==> src/rtl/uart_pkg.sv <==
// ---------------------------------------------------------------------------
// uart_pkg
// Shared definitions for the UART transmit and receive paths.
//   FRAME_BITS / DATA_BITS   : frame geometry (start + 8 data + parity + stop)
//   *_POS / DATA_LSB         : bit positions inside the 11-bit frame word
//   uart_tx_state_t          : transmit framer FSM encoding
//   calc_parity()            : even (odd=0) or odd (odd=1) parity of a data byte
// ---------------------------------------------------------------------------
package uart_pkg;

  localparam int FRAME_BITS = 11;
  localparam int DATA_BITS  = 8;

  localparam int START_POS  = 0;
  localparam int DATA_LSB   = 1;
  localparam int PARITY_POS = 9;
  localparam int STOP_POS   = 10;

  typedef enum logic [2:0] {
    IDLE   = 3'd0,
    START  = 3'd1,
    DATA   = 3'd2,
    PARITY = 3'd3,
    STOP   = 3'd4
  } uart_tx_state_t;

  function automatic logic calc_parity(input logic [DATA_BITS-1:0] data,
                                       input logic                 odd);
    return odd ? ~^data : ^data;
  endfunction

endpackage

==> src/rtl/uart_baud_gen.sv <==
// ---------------------------------------------------------------------------
// uart_baud_gen
// Bit-period counter. Counts 0..CLKS_PER_BIT-1 while enabled and emits a
// one-cycle bit_end pulse in the cycle the counter sits at CLKS_PER_BIT-1,
// then wraps to 0.
//   clk, reset : clock, synchronous active-high reset
//   clear      : force the counter to 0 (start of a new frame)
//   enable     : count this cycle
//   bit_end    : last cycle of the current bit period
// ---------------------------------------------------------------------------
module uart_baud_gen #(
  parameter int CLKS_PER_BIT = 16
) (
  input  logic clk,
  input  logic reset,
  input  logic clear,
  input  logic enable,
  output logic bit_end
);

  localparam int               CNT_W   = (CLKS_PER_BIT > 1) ? $clog2(CLKS_PER_BIT) : 1;
  localparam logic [CNT_W-1:0] CNT_MAX = CNT_W'(CLKS_PER_BIT - 1);

  logic [CNT_W-1:0] cnt_q, cnt_d;

  always_comb begin
    cnt_d   = cnt_q;
    bit_end = 1'b0;
    if (clear) begin
      cnt_d = '0;
    end else if (enable) begin
      if (cnt_q == CNT_MAX) begin
        cnt_d   = '0;
        bit_end = 1'b1;
      end else begin
        cnt_d = cnt_q + 1'b1;
      end
    end
  end

  always_ff @(posedge clk) begin
    if (reset) cnt_q <= '0;
    else       cnt_q <= cnt_d;
  end

endmodule

==> src/rtl/uart_tx_framer.sv <==
// ---------------------------------------------------------------------------
// uart_tx_framer
// Transmit half of the UART link. Accepts one byte per valid/ready handshake,
// builds the frame {stop, parity, data[7:0], start} and shifts it out LSB
// first on serial_out, each bit held CLKS_PER_BIT cycles.
//   clk, reset  : clock, synchronous active-high reset
//   tx_valid    : host presents tx_data
//   tx_data     : byte to send, sampled only on the handshake
//   tx_ready    : high in IDLE
//   serial_out  : registered TX line, idles high
//   busy        : frame in progress (any state but IDLE)
//   done_flag   : one-cycle pulse in the cycle after the stop bit ends
//   state_dbg   : current FSM state, for observation only
//
// Handshake: a byte transfers at a rising edge where tx_valid & tx_ready are
// both high. The host must keep tx_valid (and tx_data) stable until then;
// tx_valid/tx_data are ignored while busy.
// ---------------------------------------------------------------------------
module uart_tx_framer
  import uart_pkg::*;
#(
  parameter int CLKS_PER_BIT = 16,
  parameter int PARITY_ODD   = 0
) (
  input  logic                 clk,
  input  logic                 reset,
  input  logic                 tx_valid,
  input  logic [DATA_BITS-1:0] tx_data,
  output logic                 tx_ready,
  output logic                 serial_out,
  output logic                 busy,
  output logic                 done_flag,
  output uart_tx_state_t       state_dbg
);

  uart_tx_state_t         state_q, state_d;
  logic [2:0]             bit_idx_q, bit_idx_d;
  logic [FRAME_BITS-1:0]  shift_q, shift_d;
  logic                   serial_out_q, serial_out_d;
  logic                   done_q, done_d;
  logic                   baud_clear;
  logic                   bit_end;
  logic [FRAME_BITS-1:0]  frame;

  uart_baud_gen #(.CLKS_PER_BIT(CLKS_PER_BIT)) u_baud (
    .clk     (clk),
    .reset   (reset),
    .clear   (baud_clear),
    .enable  (state_q != IDLE),
    .bit_end (bit_end)
  );

  // Frame word assembled at the handshake; bit 0 goes on the line first.
  always_comb begin
    frame                          = '0;
    frame[START_POS]               = 1'b0;
    frame[DATA_LSB +: DATA_BITS]   = tx_data;
    frame[PARITY_POS]              = calc_parity(tx_data, PARITY_ODD != 0);
    frame[STOP_POS]                = 1'b1;
  end

  always_comb begin
    state_d    = state_q;
    bit_idx_d  = bit_idx_q;
    shift_d    = shift_q;
    done_d     = 1'b0;
    baud_clear = 1'b0;

    // Every bit period end moves the next frame bit into position 0;
    // ones are shifted in so an emptied register reads as idle line.
    if (state_q != IDLE && bit_end) begin
      shift_d = {1'b1, shift_q[FRAME_BITS-1:1]};
    end

    case (state_q)
      IDLE: begin
        if (tx_valid) begin
          shift_d    = frame;
          bit_idx_d  = '0;
          baud_clear = 1'b1;
          state_d    = START;
        end
      end
      START: begin
        if (bit_end) state_d = DATA;
      end
      DATA: begin
        if (bit_end) begin
          if (bit_idx_q == 3'd7) begin
            bit_idx_d = '0;
            state_d   = PARITY;
          end else begin
            bit_idx_d = bit_idx_q + 3'd1;
          end
        end
      end
      PARITY: begin
        if (bit_end) state_d = STOP;
      end
      STOP: begin
        if (bit_end) begin
          state_d = IDLE;
          done_d  = 1'b1;
        end
      end
      default: state_d = IDLE;
    endcase

    // The line value is registered from the next-state view so each bit
    // appears on the edge that enters its period.
    serial_out_d = (state_d == IDLE) ? 1'b1 : shift_d[0];
  end

  always_ff @(posedge clk) begin
    if (reset) begin
      state_q      <= IDLE;
      bit_idx_q    <= '0;
      shift_q      <= '1;
      serial_out_q <= 1'b1;
      done_q       <= 1'b0;
    end else begin
      state_q      <= state_d;
      bit_idx_q    <= bit_idx_d;
      shift_q      <= shift_d;
      serial_out_q <= serial_out_d;
      done_q       <= done_d;
    end
  end

  assign tx_ready   = (state_q == IDLE);
  assign busy       = (state_q != IDLE);
  assign serial_out = serial_out_q;
  assign done_flag  = done_q;
  assign state_dbg  = state_q;

endmodule

==> config.mk <==
export PLATFORM = sky130hd
export DESIGN_NAME = uart_tx_framer
export DESIGN_NICKNAME = d
export VERILOG_FILES = /design/src/rtl/uart_pkg.sv /design/src/rtl/uart_baud_gen.sv /design/src/rtl/uart_tx_framer.sv
export SDC_FILE = /design/constraint.sdc
export NUM_CORES = 1
export LEC_CHECK = 0
export CAP_MARGIN = 10
export CORE_AREA = 2 2 58 47
export DETAILED_ROUTE_END_ITERATION = 7
export DIE_AREA = 0 0 60 49
export DONT_BUFFER_PORTS = 1
export PLACE_DENSITY = 0.61
export SYNTH_ARGS = -nofsm -noshare
export SYNTH_HDL_FRONTEND = slang
export SYNTH_SLANG_ARGS = --single-unit
==> constraint.sdc <==
create_clock -name clk -period 2.7 [get_ports clk]
set_clock_uncertainty 0.05 [all_clocks]
set_input_delay 0.405 -clock clk [delete_from_list [all_inputs] [get_ports clk]]
set_output_delay 0.405 -clock clk [all_outputs]
set_load 0.05 [all_outputs]
# ---- Yosys cells after proc, flatten, opt, wreduce, memory -nomap -nowiden
# Cells that the tools add are included.
dict set report word_totals {
  elab_cells 48
  out_inout_bits 7
  reg_bits 23
  in_bits 11
}
dict set report op_classes {
  add_sub_neg 2
  n_reduce_logical 10
  bitwise 1
  n_mux 21
  n_eq_ne 8
}
# op count
set op_table {}
lappend op_table {{11-bit 2-to-1 mux} 3}
lappend op_table {{3-bit 2-to-1 mux} 9}
lappend op_table {{3-bit one-hot mux with 5 select lines} 1}
lappend op_table {{8-bit XOR reduction} 1}
lappend op_table {{3-bit by 2-bit equality test with 1-bit output (second input constant)} 2}
lappend op_table {{3-bit equality test (second input constant)} 2}
lappend op_table {{3-bit logical NOT} 2}
lappend op_table {{1-bit 2-to-1 mux} 6}
lappend op_table {{3-bit one-hot mux with 2 select lines} 1}
lappend op_table {{2-bit OR reduction} 3}
lappend op_table {{4-bit by 1-bit adder with 4-bit output (second input constant)} 1}
lappend op_table {{4-bit equality test (second input constant)} 1}
lappend op_table {{4-bit 2-to-1 mux} 1}
lappend op_table {{2-bit inequality test (second input constant)} 2}
lappend op_table {{3-bit by 1-bit adder with 3-bit output (second input constant)} 1}
lappend op_table {{3-bit by 1-bit equality test with 1-bit output (second input constant)} 1}
lappend op_table {{3-bit AND reduction} 1}
lappend op_table {{3-bit nonzero test} 1}
lappend op_table {{2-bit nonzero test} 1}
lappend op_table {{1-bit logical AND} 1}
lappend op_table {{1-bit inverter} 1}

# ---- Logic depth before layout (Yosys ltp)
# Gate-level depths: netlist of the first run.
dict set report logic_depth {
  word_depth 8
  depth_mapped 6
  mapped_depth_nobuf 5
}

# ---- Modules after synthesis
# From an unflattened synthesis of the first run, not the netlist that was laid out.
dict set report hier_totals {
  hier_cells 120
  hier_area_um2 1062.3
}
# mod seq_area_each_um2 cells_per_inst n_inst area_per_inst_um2
set by_module_without_submodules {}
lappend by_module_without_submodules {uart_tx_framer 380.4 101 1 880.8}
lappend by_module_without_submodules {uart_baud_gen 80.1 19 1 181.4}

# ---- Worst setup path before layout of the first run
# No wires, ideal clock.
dict set report synth_path {
  path_type {flip-flop to flip-flop}
  from {reg state_q[0] (netlist: state_dbg[0])}
  to {reg serial_out_q (netlist: serial_out)}
  synth_period_minus_slack_ps 1915
  arrival_time_ps 1746
  setup_slack_ps 785
  required_time_ps 2530
  path_stages_with_launch 6
  setup_time_ps 120
  n_path_buf 1
  cell_sequence {dfxtp_1 > buf_4 > nor3_4 > nor2_2 > mux2_4 > a211o_1}
}
dict set report synth_between {
  elab_chain_cells 7
  elab_cells_between_ends 22
  classes_between {4 x eq/ne; 13 x mux; 5 x reduce/logical}
}
# element line_no
set synth_lines {}
lappend synth_lines {{start, declared} uart_tx_framer.sv:36} ;# uart_tx_state_t state_q, state_d;
lappend synth_lines {{start signal, assigned} uart_tx_framer.sv:122} ;# state_q <= state_d;
lappend synth_lines {{3-bit nonzero test / 3-bit logical NOT (equally long branches)} {uart_tx_framer.sv:49, uart_tx_framer.sv:71, uart_tx_framer.sv:75}}
lappend synth_lines {{1-bit 2-to-1 mux, on equally long branches} {uart_baud_gen.sv:31, uart_tx_framer.sv:75}}
lappend synth_lines {{1-bit 2-to-1 mux} uart_baud_gen.sv:29} ;# if (clear) begin
lappend synth_lines {{3-bit 2-to-1 mux, or another cell as far along} uart_tx_framer.sv:101} ;# if (bit_end) begin
lappend synth_lines {{3-bit one-hot mux with 5 select lines / 11-bit 2-to-1 mux (equally long branches)} {uart_tx_framer.sv:75, uart_tx_framer.sv:71}}
lappend synth_lines {{3-bit logical NOT / 11-bit 2-to-1 mux (equally long branches)} {uart_tx_framer.sv:111, uart_tx_framer.sv:77}}
lappend synth_lines {{2-bit OR reduction (no source line) / 11-bit 2-to-1 mux (equally long branches)} n/a}
lappend synth_lines {{end signal, assigned} uart_tx_framer.sv:125} ;# serial_out_q <= serial_out_d;
lappend synth_lines {{end, declared} uart_tx_framer.sv:39} ;# logic serial_out_q, serial_out_d;
# Parallel ways exist; a longest one is shown, timed or not.
# A chain may end at the register's enable or synchronous reset.

# ---- Final worst setup path of the first run
dict set report layout_path {
  from {reg u_baud.cnt_q[0]}
  to {reg serial_out_q (netlist: serial_out)}
}
dict set report layout_between {
  elab_chain_cells 8
  elab_cells_between_ends 15
  classes_between {1 x eq/ne; 11 x mux; 3 x reduce/logical}
}
# element line_no
set layout_lines {}
lappend layout_lines {{start, declared} uart_baud_gen.sv:24} ;# logic [CNT_W-1:0] cnt_q, cnt_d;
lappend layout_lines {{start signal, assigned} uart_baud_gen.sv:43} ;# else cnt_q <= cnt_d;
lappend layout_lines {{4-bit equality test (*)} uart_baud_gen.sv:32} ;# if (cnt_q == CNT_MAX) begin
lappend layout_lines {{1-bit 2-to-1 mux (*)} uart_baud_gen.sv:32}
lappend layout_lines {{1-bit 2-to-1 mux (*)} uart_baud_gen.sv:31} ;# end else if (enable) begin
lappend layout_lines {{1-bit 2-to-1 mux (*)} uart_baud_gen.sv:29}
lappend layout_lines {{3-bit 2-to-1 mux, or another cell as far along} uart_tx_framer.sv:101}
lappend layout_lines {{3-bit one-hot mux with 5 select lines / 11-bit 2-to-1 mux (equally long branches)} {uart_tx_framer.sv:75, uart_tx_framer.sv:71}}
lappend layout_lines {{3-bit logical NOT / 11-bit 2-to-1 mux (equally long branches)} {uart_tx_framer.sv:111, uart_tx_framer.sv:77}}
lappend layout_lines {{2-bit OR reduction (no source line) / 11-bit 2-to-1 mux (equally long branches)} n/a}
# Mark *: on every way between the ends. The rest lies on a longest branch, timed or not.

==> run metrics, run 1 <==
status completed; worst-path cell chain ha_1 > nand3_1 > nor2_2 > mux2_4 > a211o_1; Total Routing Usage GR 16.9%; clock power share 26.2%; Critical Path RT 2.87 ns; post-route setup TNS 0 ns; routability cong. 0.801; CTS Buf Count 3; number of port buffers 0; crit path DAT 2.18 ns; antenna violation net count after detailed routing 0; top post-synthesis cells by area dfxtp_1 41%, xnor2_1 5.4%, nand2_1 4.3%, ha_1 3.3%, nor2_1 3.3%; Starting Density 46.5%; Comb pwr share 14.4%; syn avg cell area 9.01 sq um; unrepaired setup endpoints after global routing false; cell accounting for the most synthesized area dfxtp_1; Placed Area 1160 sq um; # DRC 0; Synth Register Bits 23; # resized after CTS 0; post-synthesis sequential area ratio 40.9%; row count 16; core box area 2420 sq um; Syn Inst Count 125; count leader, synth dfxtp_1; vias in the first global route 824; Peak VDD IR 0.261 mV; Int Pwr 448 uW; vias post-DR 929; Total Power 618 uW; Slew Limit Fails 0; die area 2940 sq um; Final nets 142; Worst Tran Pin Value 0.477 ns; Finished Layout Cells 163; Synth cell types 39; Sink Count 23; DIE HEIGHT 49 microns; Yosys top cell area share 40.9%; Leakage 0.434 nW; Synth top cells by count 23 x dfxtp_1, 13 x nand2_1, 10 x nor2_1; Critical Path Source Type flop; CTS tree done; post-detail-place hpwl 1650 microns; Max Cap Violations 0; Worst Hold Class in -> reg; R2R depth 5; # H-tree levels 1; final setup margin 0.695 ns; Post-Place Cells 159; ys flop type dfxtp_1; min Tclk post-route 2.00 ns; f_max 0.499 GHz; Sw Ratio 27.4%; cts hold-fix bufs 0; DRT iter0 DRCs 49; clock-pin slew on the worst setup and hold paths 0.13 ns; WL final 2260 microns; CP max-delay cell dfxtp_1; syn nets 139; root buf cell clkbuf_4; clk buf depth 2; Hold Vio Cnt, Final 0; Post-CTS Setup Inserts 0; Post-Place Worst Slack 0.709 ns; TritonRoute pass-1 iters 7; number of synthesized flops with an enable pin 0; latest clock arrival within the worst-skew pair 0.31 ns; mean number of vias per cell 5.70; first-pass GRT wire length 3870 microns; # setup viols final 0; async set-reset flop share out of synthesis 0%; slew margin rel. 68.2%; Seq pwr share 59.5%; r2r setup slk 0.70 ns; Critical Path Max Stage Delay 0.41 ns; drt wl/cell 13.9 microns; P per Cell Area 521 nW/um^2; CP Max Fanout 9; Chip Width 60 microns; io pins 18; NetSw 169 uW; largest net degree at the start of global routing 25; crit path kind reg -> reg; synthesized area 1130 sq um; Antenna diodes 0; total gr overflow 0; post-layout instance area 1180 sq um; antenna violations before repair 0; Worst setup EP type flop; Area Overhead vs Synth 5.22%; crit share post-route 74.3%; layout cells sized above 1 10.2%; Hold Path Cell Cnt 1; Yosys Warn Count 0
## placed cells by master (no fill, tap or decap), types with 2 or more instances in the layout
cell and n:
dfxtp_1 23, nand2_1 13, nor2_1 10, a21oi_1 7
o21ai_0 7, xnor2_1 7, nand2b_1 5, buf_4 5
a221oi_1 4, nor3_1 4, a31oi_1 4, o2bb2ai_1 4
a22oi_1 3, ha_1 3, clkbuf_4 3, nand3_1 2
and3_1 2, nand3b_1 2
## critical path, delay by kind of cell (launching register included)
family,cells,cell delay (ns)
muxes,1,0.34
adders and majority gates,1,0.22
DFF,1,0.41
and+or+nand+nor,2,0.61
AOI/OAI and AO/OA,1,0.29
## layer usage
metal	share of wire, %	wire (microns)	track usage, %	up-vias
met5	0	0	0	-
met4	0.84	19	4.81	0
met3	6.8	153	6.37	4
met2	43	964	22.8	33
met1	50	1120	24.8	432
li1	-	-	-	460
## cell families (layout without fill, tap and decap cells)
logic type	count (synthesis)	after routing	synth area share (%)
DFF	23	23	40.9
AOI/OAI and AO/OA	35	35	21.1
adders and majority gates	3	3	3.33
and+or+nand+nor	47	47	22.2
muxes	1	1	1.33
buffers and inverters	8	10	4.89
xor gates and xnor gates	8	8	6.22
## state kept, by name, summed over array words and instances (netlist names)
| name | cells |
|---|---|
| shift_q | 11 |
| u_baud.cnt_q | 4 |
| bit_idx_q | 3 |
| state_dbg | 3 |
| done_flag | 1 |
| serial_out | 1 |
## worst paths after layout
kind | to | from
max | serial_out$_SDFF_PP1_ | u_baud.cnt_q[0]$_SDFFE_PP0P_
min | u_baud.cnt_q[3]$_SDFFE_PP0P_ | reset
max reg2reg | serial_out$_SDFF_PP1_ | u_baud.cnt_q[0]$_SDFFE_PP0P_
min reg2reg | shift_q[2]$_SDFF_PP1_ | shift_q[2]$_SDFF_PP1_
## area by class of cell
cell class,count,area (sq um)
Sequential cell,23,460
Clock buffer,3,22.5
Timing Repair Buffer,5,37.5
Fill cell,230,1240
Tap cell,36,45.0
Clock inverter,1,5.00
Multi-Input combinational cell,94,611
Inverter,1,3.75
## power groups by stage
| stage | sequential, mW | clock (mW) | combinational (mW) |
|---|---|---|---|
| after detailed placement | 0.375 | 0 | 0.0886 |
| after global routing | 0.370 | 0.190 | 0.0993 |
| after CTS | 0.367 | 0.169 | 0.0892 |
| final | 0.368 | 0.162 | 0.0887 |
| after global placement | 0.374 | 0 | 0.0874 |
| after floorplan | 0.376 | 0 | 0.0776 |
## through the flow
stage               hold WS [ns]  util, %
finish                    0.0854     48.9
global route              0.0610     48.9
CTS                       0.0770     48.9
detailed placement         0.388     47.8
global placement           0.381     47.8
floorplan                  0.370        -
Power figures use the tool's default switching activity.
==> inputs of run 2 (changes only) <==
--- a/config.mk
+++ b/config.mk
@@ -5,12 +5,13 @@
 export SDC_FILE = /design/constraint.sdc
 export NUM_CORES = 1
 export LEC_CHECK = 0
+export ABC_AREA = 1
 export CAP_MARGIN = 10
-export CORE_AREA = 2 2 58 47
+export CORE_AREA = 2 2 64 51
 export DETAILED_ROUTE_END_ITERATION = 7
-export DIE_AREA = 0 0 60 49
+export DIE_AREA = 0 0 66 53
 export DONT_BUFFER_PORTS = 1
-export PLACE_DENSITY = 0.61
+export PLACE_DENSITY = 0.6
 export SYNTH_ARGS = -nofsm -noshare
 export SYNTH_HDL_FRONTEND = slang
 export SYNTH_SLANG_ARGS = --single-unit
==> constraint.sdc (replaced) <==
create_clock -name clk -period 2.08 [get_ports clk]
set_clock_uncertainty 0.05 [all_clocks]
set_input_delay 0.312 -clock clk [delete_from_list [all_inputs] [get_ports clk]]
set_output_delay 0.312 -clock clk [all_outputs]
set_load 0.05 [all_outputs]
==> run 2 against run 1 <==
Total power rose by 49%. Flip-flop and latch count did not move. Synthesized cell count rose by 64%.
==> run metrics, run 2 <==
Largest Register shift_q; cell accounting for the most synthesized area dfxtp_1; CP startpoint state_dbg[1]$_SDFF_PP0_; ys flop type dfxtp_1; vias post-DR 1182 (+27%); hold_sp reset; antenna violation net count after detailed routing 0 (unchanged); min Tclk post-route 1.53 ns; Worst Tran Pin Value 0.528 ns (+0.0510 ns); first-pass GRT wire length 4510 microns (+16%); drt wl/cell 10.9 microns (-22%); cts hold-fix bufs 0 (unchanged); Synth Register Bits 23 (unchanged); r2r setup slk 0.63 ns (-0.07 ns); Worst setup EP type primary output; CTS tree done; async set-reset flop share out of synthesis 0% (unchanged); io pins 18 (unchanged); top post-synthesis cells by area dfxtp_1 34%, nand2_1 21%, nand3_1 8.1%, inv_1 6.9%, nor2_1 5.6%; clock-pin slew on the worst setup and hold paths 0.09 ns (-0.04 ns); latest clock arrival within the worst-skew pair 0.27 ns (-0.04 ns); DRT iter0 DRCs 38 (-22%); Post-Place Worst Slack 0.670 ns (-0.0388 ns); Synth top cells by count 76 x nand2_1, 25 x inv_1, 23 x dfxtp_1; biggest regs shift_q: 11 flops, u_baud.cnt_q: 4 flops; post-synthesis sequential area ratio 34.1% (-6.8 points); number of synthesized flops with an enable pin 0 (unchanged); Leakage 0.774 nW (+78%); slew margin rel. 64.8% (-3.4 points); Area Overhead vs Synth 6.57%; unrepaired setup endpoints after global routing false; vias in the first global route 1103 (+34%); clk buf depth 2 (unchanged); most frequent cells in the layout 76 x nand2_1, 25 x inv_1, 23 x dfxtp_1; post-detail-place hpwl 2080 microns (+26%); final setup margin 0.550 ns (-0.145 ns); CTS Buf Count 3 (unchanged); WL final 2700 microns (+19%); max reg flops 11 (unchanged); crit path kind reg -> out; Slew Limit Fails 0 (unchanged); CP max-delay cell dfxtp_1; largest net degree at the start of global routing 18 (-28%); crit share post-route 73.5%; Critical Path Source Type flop; P per Cell Area 640 nW/um^2 (+23%); root buf cell clkbuf_8; Peak VDD IR 0.392 mV (+50%); Total Routing Usage GR 17.1% (+0.16 points); Worst Hold Class in -> reg; mean number of vias per cell 4.77 (-16%); Chip Width 66 microns (+10%); f_max 0.654 GHz; Post-CTS Setup Inserts 0 (unchanged); Final nets 225 (+58%); Syn Inst Count 205 (+64%); synthesized area 1350 sq um (+20%); worst-path cell chain nor2_4 > nand2_4 > inv_2; Critical Path Max Stage Delay 0.36 ns (-0.05 ns); # setup viols final 0 (unchanged); syn nets 219 (+58%); DIE HEIGHT 53 microns (+8.2%); status completed; fillers 295 (+28%); crit path DAT 1.17 ns (-1.01 ns); # resized after CTS 0 (unchanged); Max Cap Violations 0 (unchanged); layout cells sized above 1 12.4% (+2.1 points); count leader, synth nand2_1; Yosys Warn Count 0 (unchanged); worst r2r src state_dbg[0]$_SDFF_PP0_; Antenna diodes 0 (unchanged); # H-tree levels 1 (unchanged); Yosys top cell area share 34.1% (-6.8 points); Critical Path RT 1.72 ns (-1.15 ns); die area 3500 sq um (+19%); TritonRoute pass-1 iters 4 (-3); antenna violations before repair 0 (unchanged); Starting Density 47.4% (+0.92 points); Synth cell types 26 (-33%); # DRC 0 (unchanged); Hold Vio Cnt, Final 0 (unchanged); post-route setup TNS 0 ns (unchanged); row count 17 (+1); core box area 2850 sq um (+18%); total gr overflow 0 (unchanged); number of port buffers 0 (unchanged); Sink Count 23 (unchanged); CP Max Fanout 8 (-1); most common cell after layout, fill and taps aside nand2_1; routability cong. 0.840 (+4.8%); syn avg cell area 6.59 sq um (-27%)
-- run 2: changes by cell type in the layout (fill, tap and decap cells not counted), moves of 5 or more --
cell | before | now
nand2_1 | 13 | 76
inv_1 | 0 | 25
nand3_1 | 2 | 22
nor2_1 | 10 | 20
xnor2_1 | 7 | 0
a21oi_1 | 7 | 2
nand2b_1 | 5 | 0
-- run 2: kinds of logic after synthesis --
group                    after synthesis  share of synthesized area, %
flip-flops                            23                          34.1
XOR/XNOR                               1                         0.648
adder cells (fa/ha/maj)                3                          2.78
buffers and inverters                 34                          12.1
AO/OA/AOI/OAI                         14                          6.48
AND/OR/NAND/NOR                      130                          43.9
-- run 2: worst paths after layout --
kind,end,cells after the start
max,tx_ready,3
min,done_flag$_SDFF_PP0_,1
max reg2reg,bit_idx_q[0]$_SDFFE_PP0P_,6
min reg2reg,shift_q[10]$_SDFF_PP1_,2
-- run 2: power breakdown --
group          switching, mW  internal [mW]  total (mW)  leakage (nW)
sequential            0.0224          0.465       0.488         0.189
clock                  0.142          0.137       0.278        0.0228
combinational          0.105         0.0511       0.156         0.563
-- run 2: cell type report --
cell class              instances  area, sq um  area share (%)
clock buffers                   4         45.0            3.13
inverters                      31          130            9.04
multi-input cells             148          727            50.5
flip-flops and latches         23          460            32.0
well taps                      38         47.5            3.30
repair buffers                  4         30.0            2.09
-- run 2: critical path: cells and delay by family, from the launching register on --
family / cells / cell delay, ns
AND/OR/NAND/NOR: 2 / 0.30
flip-flops: 1 / 0.36
buffers and inverters: 1 / 0.25
-- run 2: stage by stage --
stage / instance area, sq um / hold slack, ns / util (%) / instances / total power [mW]
2_1_floorplan: 1350 / 0.334 / - / 205 / 0.627
6_report: 1440 / 0.0605 / 50.5 / 248 / 0.922
4_1_cts: 1440 / 0.0571 / 50.5 / 248 / 0.929
3_3_place_gp: 1400 / 0.337 / 48.9 / 244 / 0.647
5_1_grt: 1440 / 0.0539 / 50.5 / 248 / 0.977
3_5_place_dp: 1400 / 0.342 / 48.9 / 244 / 0.653
-- run 2: routing by layer --
metal	GRT usage, %	wire [microns]	vias up
met5	0	0	-
met4	2.72	0	0
met3	6.38	178	0
met2	30.3	1240	27
met1	20.1	1280	510
li1	-	-	645
